## src/rtl/sdr_wb_arb_pkg.sv

```systemverilog
// sdr_wb_arb_pkg: shared state type and default parameters for the SDRAM Wishbone arbiter
package sdr_wb_arb_pkg;
    typedef enum logic {ARB, OWN} arb_state_e;
    localparam int NUM_M_DEF   = 4;
    localparam int AW_DEF      = 26;
    localparam int DW_DEF      = 32;
    localparam int TIMEOUT_DEF = 255;
endpackage

```

## src/rtl/sdr_wb_arb_rr_pick.sv

```systemverilog
// sdr_wb_arb_rr_pick: one-hot round-robin pick of the first requester after last_i
module sdr_wb_arb_rr_pick #(
    parameter int N = 4
) (
    input  logic [N-1:0]         req_i,
    input  logic [$clog2(N)-1:0] last_i,
    output logic [N-1:0]         pick_o
);
    localparam int LW = $clog2(N);
    logic [LW:0]    sh;
    logic [2*N-1:0] rot_w, back_w;
    logic [N-1:0]   rot, iso;
    // rotate so the slot after last is bit 0, isolate the lowest request, rotate back
    always_comb begin
        sh     = {1'b0, last_i} + (LW+1)'(1);
        rot_w  = {req_i, req_i} >> sh;
        rot    = rot_w[N-1:0];
        iso    = rot & (~rot + N'(1));
        back_w = {iso, iso} << sh;
        pick_o = back_w[2*N-1:N];
    end
endmodule

```

## src/rtl/sdr_wb_arbiter.sv

```systemverilog
// sdr_wb_arbiter: round-robin sharing of the sdrc Wishbone slave port with a stall watchdog
module sdr_wb_arbiter
    import sdr_wb_arb_pkg::*;
#(
    parameter int NUM_M   = NUM_M_DEF,
    parameter int AW      = AW_DEF,
    parameter int DW      = DW_DEF,
    parameter int TIMEOUT = TIMEOUT_DEF
) (
    input  logic                   wb_clk_i,
    input  logic                   wb_rst_i,
    input  logic [NUM_M-1:0]       m_cyc_i,
    input  logic [NUM_M-1:0]       m_stb_i,
    input  logic [NUM_M-1:0]       m_we_i,
    input  logic [NUM_M*AW-1:0]    m_adr_i,
    input  logic [NUM_M*DW-1:0]    m_dat_i,
    input  logic [NUM_M*DW/8-1:0]  m_sel_i,
    output logic [DW-1:0]          m_dat_o,
    output logic [NUM_M-1:0]       m_ack_o,
    output logic [NUM_M-1:0]       m_err_o,
    output logic [NUM_M-1:0]       gnt_o,
    output logic                   s_cyc_o,
    output logic                   s_stb_o,
    output logic                   s_we_o,
    output logic [AW-1:0]          s_adr_o,
    output logic [DW-1:0]          s_dat_o,
    output logic [DW/8-1:0]        s_sel_o,
    input  logic [DW-1:0]          s_dat_i,
    input  logic                   s_ack_i
);
    localparam int LW = $clog2(NUM_M);
    localparam int WW = (TIMEOUT > 0) ? $clog2(TIMEOUT + 1) : 1;
    localparam int SW = DW / 8;

    arb_state_e       state_q;
    logic [NUM_M-1:0] gnt_q, blocked_q, blocked_d, req, pick;
    logic [LW-1:0]    idx_q, last_q, pick_idx;
    logic [WW-1:0]    wdog_q, wdog_d;
    logic             stall, expire;

    sdr_wb_arb_rr_pick #(.N(NUM_M)) u_pick (
        .req_i  (req),
        .last_i (last_q),
        .pick_o (pick)
    );

    // binary index of the one-hot pick, kept alongside the grant for the muxes
    always_comb begin
        pick_idx = '0;
        for (int k = 0; k < NUM_M; k++)
            if (pick[k]) pick_idx = LW'(k);
    end

    // owner muxes, ack/err steering, watchdog next value and blocked bookkeeping
    always_comb begin
        s_cyc_o   = (state_q == OWN) & m_cyc_i[idx_q];
        s_stb_o   = s_cyc_o & m_stb_i[idx_q];
        s_we_o    = m_we_i[idx_q];
        s_adr_o   = m_adr_i[idx_q*AW +: AW];
        s_dat_o   = m_dat_i[idx_q*DW +: DW];
        s_sel_o   = m_sel_i[idx_q*SW +: SW];
        m_dat_o   = s_dat_i;
        stall     = s_stb_o & ~s_ack_i;
        expire    = (TIMEOUT != 0) && stall && (32'(wdog_q) == 32'(TIMEOUT - 1));
        wdog_d    = stall ? ((&wdog_q) ? wdog_q : wdog_q + WW'(1)) : '0;
        m_ack_o   = (s_ack_i & s_stb_o & ~wb_rst_i) ? gnt_q : '0;
        m_err_o   = (expire & ~wb_rst_i) ? gnt_q : '0;
        blocked_d = (blocked_q & m_cyc_i) | (expire ? gnt_q : '0);
        req       = m_cyc_i & ~blocked_q;
        gnt_o     = gnt_q;
    end

    // arbitration FSM: grant in ARB, hold for the whole cyc in OWN, release on cyc fall or timeout
    always_ff @(posedge wb_clk_i) begin
        if (wb_rst_i) begin
            state_q   <= ARB;
            gnt_q     <= '0;
            idx_q     <= '0;
            last_q    <= LW'(NUM_M - 1);
            wdog_q    <= '0;
            blocked_q <= '0;
        end else begin
            blocked_q <= blocked_d;
            if (state_q == ARB) begin
                if (|req) begin
                    gnt_q   <= pick;
                    idx_q   <= pick_idx;
                    state_q <= OWN;
                end
            end else if (!m_cyc_i[idx_q] || expire) begin
                last_q  <= idx_q;
                gnt_q   <= '0;
                wdog_q  <= '0;
                state_q <= ARB;
            end else begin
                wdog_q <= wdog_d;
            end
        end
    end
endmodule
```

## config.mk

```make
export PLATFORM = sky130hd
export DESIGN_NAME = sdr_wb_arbiter
export DESIGN_NICKNAME = d
export VERILOG_FILES = /design/src/rtl/sdr_wb_arb_pkg.sv /design/src/rtl/sdr_wb_arb_rr_pick.sv /design/src/rtl/sdr_wb_arbiter.sv
export SDC_FILE = /design/constraint.sdc
export NUM_CORES = 1
export LEC_CHECK = 0
export ABC_AREA = 1
export CORE_AREA = 5 5 154 156
export DETAILED_ROUTE_END_ITERATION = 12
export DIE_AREA = 0 0 159 161
export HOLD_SLACK_MARGIN = 0.03
export SLEW_MARGIN = 5
export SYNTH_ARGS = -nofsm -noshare
export SYNTH_HDL_FRONTEND = slang
export SYNTH_SLANG_ARGS = --single-unit
```

## constraint.sdc

```tcl
create_clock -name wb_clk_i -period 1.94 [get_ports wb_clk_i]
set_input_delay 0.291 -clock wb_clk_i [delete_from_list [all_inputs] [get_ports wb_clk_i]]
set_output_delay 0.291 -clock wb_clk_i [all_outputs]
set_load 0.05 [all_outputs]
```

---- Word-level counts from Yosys, hierarchy flattened ----
Index checks and enable logic that the tools add are counted.
operators by class
  add/subtract/negate cells ............... 3
  $mul .................................... 1
  order comparisons ....................... 1
  eq/ne operators ......................... 3
  shift operators ......................... 5
  muxes and demuxes ....................... 21
  bitwise gates (word level) .............. 15
  reductions and logical operators ........ 10
operators by type and width
  kind                                                   count
  variable part select 128 x 8 -> 32 bit                 1
  variable part select 104 x 8 -> 26 bit                 1
  two-way mux 4 bit                                      6
  two-way mux 8 bit                                      3
  variable part select 16 x 5 -> 4 bit                   1
  AND 4 bit                                              3
  adder 8 x 1 -> 8 bit, second input constant            1
  equality test 8 bit, second input constant             1
  inverter 4 bit                                         2
  AND reduction 2 bit                                    4
  AND reduction 8 bit                                    1
  left shift 8 x 3 -> 8 bit                              1
  >> shifter 8 x 3 -> 4 bit                              1
  two-way mux 1 bit                                      7
  AND 1 bit                                              6
  binary-select mux 1 bit (select 2 bit)                 3
  multiplier 2 x 4 -> 6 bit, second input constant       1
  adder 4 x 1 -> 4 bit, second input constant            1
  two-way mux 2 bit                                      2
  bitwise OR 4 bit                                       1
  OR reduction 4 bit                                     1
  adder 2 x 1 -> 3 bit, second input constant            1
  < comparator 2 x 3 -> 1 bit, second input constant     1
  inequality test 3 x 2 -> 1 bit, second input constant  1
  6 further kinds                                        8
storage, ports and cells
  register bits ........................... 21
  bits of input ports ..................... 295
  logic and storage cells ................. 65

---- Depth between registers and ports, before layout ----
  depth in word-level cells ............... 10
  depth in mapped cells ................... 14
  depth with buffers taken out ............ 14

---- By module ----
Synthesis repeated with hierarchy kept, for this count alone.
second synthesis, totals
  cell total of the unflattened synthesis .. 641
  area, all modules ....................... 3,462.1 um^2
modules (own cells, without submodules)
  module              times used  cells each  area an instance (um^2)
  sdr_wb_arbiter      1           582         3,163.0
  sdr_wb_arb_rr_pick  1           59          299.0

---- Worst setup path before layout ----
OpenSTA, ideal clock, no wires.
  kind .................................... flip-flop to output port
  start point ............................. reg idx_q[0]
  end point ............................... out m_ack_o[0]
  data arrival time ....................... 2.551 ns
  data required time ...................... 1.649 ns
  path slack .............................. -0.902 ns
  stages on the path, launching flop included .. 8
  buffers on the path ..................... 0
  cells stage by stage .................... dfxtp_1 inv_2 nor2_1 o21ai_4 nand2_2 nor2_1 nand3_1 nor2_1
on the way
  cells in the longest elaborated chain, start to end .. 7
  elaborated cells between the ends (all ways) .. 9
  those cells by class .................... mux: 5; bitwise: 4
RTL lines
  item                                     RTL line              source
  from (decl)                              sdr_wb_arbiter.sv:37  logic [LW-1:0] idx_q, last_q, pick_idx;
  from (signal assigned)                   sdr_wb_arbiter.sv:87  idx_q <= pick_idx;
  binary-select mux 1 bit (select 2 bit)   sdr_wb_arbiter.sv:56  s_cyc_o = (state_q == OWN) & m_cyc_i[idx_q];
  two-way mux 1 bit (implied by the code)  sdr_wb_arbiter.sv:56
  AND 1 bit                                sdr_wb_arbiter.sv:56
  AND 1 bit (*)                            sdr_wb_arbiter.sv:57  s_stb_o = s_cyc_o & m_stb_i[idx_q];
  net s_stb_o                              sdr_wb_arbiter.sv:23  output logic s_stb_o,
  AND 1 bit (*) (2 in a row)               sdr_wb_arbiter.sv:66  m_ack_o = (s_ack_i & s_stb_o & ~wb_rst_i) ? gnt_q : '0;
  two-way mux 4 bit (*)                    sdr_wb_arbiter.sv:66
  to (decl)                                sdr_wb_arbiter.sv:19  output logic [NUM_M-1:0] m_ack_o,
Mark *: on every way through the listed nets, which the timed path passes. The rest lies on a longest branch. The select of a mux whose other input is x is not followed.

---- Worst setup path after layout ----
  start point ............................. reg idx_q[1]
  end point ............................... out s_stb_o
on the way
  cells in the longest elaborated chain, start to end .. 4
  elaborated cells between the ends (all ways) .. 6
  those cells by class .................... mux: 4; bitwise: 2
RTL lines
  item                                     RTL line
  binary-select mux 1 bit (select 2 bit)   sdr_wb_arbiter.sv:56
  two-way mux 1 bit (implied by the code)  sdr_wb_arbiter.sv:56
  AND 1 bit                                sdr_wb_arbiter.sv:56
  AND 1 bit (*)                            sdr_wb_arbiter.sv:57
  to (decl)                                sdr_wb_arbiter.sv:23
Mark *: on every way between the ends. The rest lies on a longest branch, timed or not. The select of a mux whose other input is x is not followed.

==> metrics <==
result of the run=finished with violations; violated checks=negative setup slack; M1 WL=8960 um; sequential cell area fraction in the yosys report=0.124; Data arrival, critical path=1.75 ns; Area after DPL=8220 sq um; peak supply drop=0.000566 V; Core Area=22,200 sq um; CP Cell Sequence=o21ai_2 -> o21ai_4 -> nand2_4 -> buf_6 -> nor2_4 -> buf_4 -> buf_6 -> buf_6 -> buf_12; width of the die=159 um; wire length on met2=10,700 um; CP Launch Type=flip-flop; master cell of the clock root buffer=sky130_fd_sc_hd__clkbuf_16; number of cells produced by synthesis=636; Tightest Hold Check Type=reg2reg; kind of critical path=reg2out; wire length of the first global-routing pass=31,500 um; IO buf count=339; total track usage=0.149; cell accounting for the most synthesized area=sky130_fd_sc_hd__o21ai_0; fraction of layout instances using a drive strength above 1=0.252; clk_lat worst skew=0.25 ns; required time at the worst-slack endpoint=1.65 ns; effective utilization at floorplan=0.152; Top Ports=404; sort of element at the end of the critical path=output pin; total leakage power=0.00348 uW; overall power=13,000 uW; endpoints failing hold=0; top routing layer in use=met5; Avg Vias per Cell=4.51; length of routed met3 wiring=1680 um; path depth of the worst reg2reg path=14; highest attainable clock frequency=0.491 GHz; filler instances=2,299; cell types occupying the most area after synthesis=sky130_fd_sc_hd__o21ai_0 19%, sky130_fd_sc_hd__nor2_1 17%, sky130_fd_sc_hd__dfxtp_1 12%, sky130_fd_sc_hd__o22ai_1 12%, sky130_fd_sc_hd__nand2_1 7.7%; WP buf/inv=5; Vert. Die Dim=161 um; total of max-cap violations=0; maximum net fanout on the critical path=5; CTS tree=built; Num Clock Sinks=21; cell seen most often among critical-path stages=sky130_fd_sc_hd__buf_6; Avg Cell Area, Syn=5.32 sq um; Netlist Area Pre-Place=3380 sq um; buffers from clock root to sink, at most=2; post-synth net total=934; number of cells on the critical path=9; largest stage delay on the critical path=0.43 ns; leftover overflow at the end of global routing=0; post-synthesis register bit count=21; transition time of the tightest slew-check pin=0.548 ns; final setup margin=-0.0981 ns; number of warnings reported in the yosys synthesis log=0; H-tree depth reported by CTS=1; die outline area=25,600 sq um; clock-pin slew of the registers on the worst-case setup and hold paths=0.06 ns; count of cell types in the netlist=29; area taken by flip-flops and latches=427 sq um; maximum number of pins on one net before global-route repair=48; Fin Clk Skew=0.00180 ns; remaining max-slew budget at the tightest pin=0.634; number of nets with antenna violations after routing=0; number of global-route vias before repair=5,549; hold buffers post-CTS=0; Hold Path Cell Cnt=1; final number of setup-violating endpoints=22; detailed-route wire length=21,600 um; Detailed Routing Iterations Pass 1=4; post-route design area=8760 sq um; post-layout minimum cycle time=2.04 ns; initial antenna violation count=1; # rows=55; top cell type's share of synthesized area=0.191; cell area power density=1490 nW/um^2; area of the multi-input gates=3000 sq um; placed wire-length estimate=16,500 um; Final Max Slew Viols=0; post-route DRC violation count=0; ratio of final minimum period to clock period=1.05; total CTS buffers=3; count of vias placed by the detailed router=5,558; number of antenna repair diodes=0; Layout Nets=1,247; area delta synth->final=159%; Top delay family on crit path=buffers and inverters; Critical-path top delay cell=sky130_fd_sc_hd__dfxtp_2; gp weighted congestion=0.886; DRT iter0 DRCs=207; smallest hold slack=0.494 ns; RSZ-0062 raised after global routing=true; post-detailed-route wirelength per cell=17.5 um; final cell utilization of the core=0.394
==> cells in the mapped netlist (all sizes together) <==
library cell	instances
nor2	156
a21oi	16
ha	3
nand4	6
clkinv	1
nand2	70
o22ai	63
o211ai	2
clkbuf	42
a211oi	1
nor3	2
xor2	3
inv	36
a31o	2
nand3	42
o32ai	2
dfxtp	21
o21ai	131
nand3b	1
buf	36
==> kinds of logic (layout without fill, tap and decap cells) <==
family / after synthesis / after routing / share of synthesized area
and+or+nand+nor: 277 / 277 / 0.339
buffers and inverters: 115 / 427 / 0.164
AOI/OAI and AO/OA: 217 / 217 / 0.354
xor gates and xnor gates: 3 / 3 / 0.00776
DFF: 21 / 21 / 0.124
adders and majority gates: 3 / 3 / 0.0111
==> worst paths after layout <==
kind	startpoint	slack [ns]	endpoint
setup / recovery	idx_q[1]$_SDFFE_PP0P_	-0.1	s_stb_o
hold / removal	blocked_q[1]$_SDFF_PP0_	0.49	blocked_q[1]$_SDFF_PP0_
setup reg to reg	idx_q[1]$_SDFFE_PP0P_	0.07	wdog_q[1]$_SDFFE_PP0P_
hold reg to reg	blocked_q[1]$_SDFF_PP0_	0.49	blocked_q[1]$_SDFF_PP0_
==> cell usage in the layout (no fill, tap or decap), types with 4 or more instances in the layout <==
cell type,n
sky130_fd_sc_hd__buf_16,5
sky130_fd_sc_hd__buf_4,26
sky130_fd_sc_hd__buf_12,78
sky130_fd_sc_hd__inv_1,32
sky130_fd_sc_hd__buf_6,7
sky130_fd_sc_hd__nand4_1,5
sky130_fd_sc_hd__a21oi_1,16
sky130_fd_sc_hd__clkdlybuf4s50_1,259
sky130_fd_sc_hd__nand3_1,38
sky130_fd_sc_hd__o21ai_1,27
sky130_fd_sc_hd__dfxtp_1,18
sky130_fd_sc_hd__nor2_1,136
sky130_fd_sc_hd__nand2_1,63
sky130_fd_sc_hd__clkbuf_16,8
sky130_fd_sc_hd__nor2_4,9
sky130_fd_sc_hd__o21ai_0,96
sky130_fd_sc_hd__nand2_4,4
sky130_fd_sc_hd__o22ai_2,63
sky130_fd_sc_hd__nor2_2,11
sky130_fd_sc_hd__dlygate4sd2_1,6
sky130_fd_sc_hd__o21ai_2,6
==> layer usage <==
metal,up-vias,global-route usage
li1,2780,-
met1,2531,0.185
met2,225,0.264
met3,20,0.0416
met4,2,0.0213
met5,-,0
==> area by class of cell <==
class / instances / area share
Timing Repair Buffer: 386 / 0.541
Multi-Input combinational cell: 500 / 0.343
Sequential cell: 21 / 0.0487
Tap cell: 285 / 0.0407
Inverter: 37 / 0.0170
Clock buffer: 3 / 0.00857
Clock inverter: 1 / 0.000857
==> registers in the layout, indices dropped and copies added (netlist names) <==
| name | count |
|---|---|
| blocked_q | 4 |
| gnt_o | 4 |
| idx_q | 2 |
| last_q | 2 |
| state_q | 1 |
| wdog_q | 8 |
==> timing repair <==
action                     in CTS  in global routing
gates resized for setup        41                 53
pin swaps                      16                 24
setup buffers                   6                  5
cloned                          2                  5
setup endpoints to repair      62                 83
==> where the power goes <==
group / leakage, uW / internal (uW) / switching (uW)
combinational: 0.00327 / 5310 / 6650
clock: 0.0000371 / 279 / 163
sequential: 0.000172 / 509 / 116
==> per-stage QoR <==
step	TNS (ns)	instances	setup WS, ns
after detailed placement	-2.88	1212	-0.207
after CTS	-4.34	1224	-0.173
after global placement	-1.68	1212	-0.152
after global routing	-4.39	1233	-0.173
after floorplan	-0.0460	636	-0.0279
final	-0.970	1233	-0.0981
Note: power is estimated with default switching activity, not from simulation.
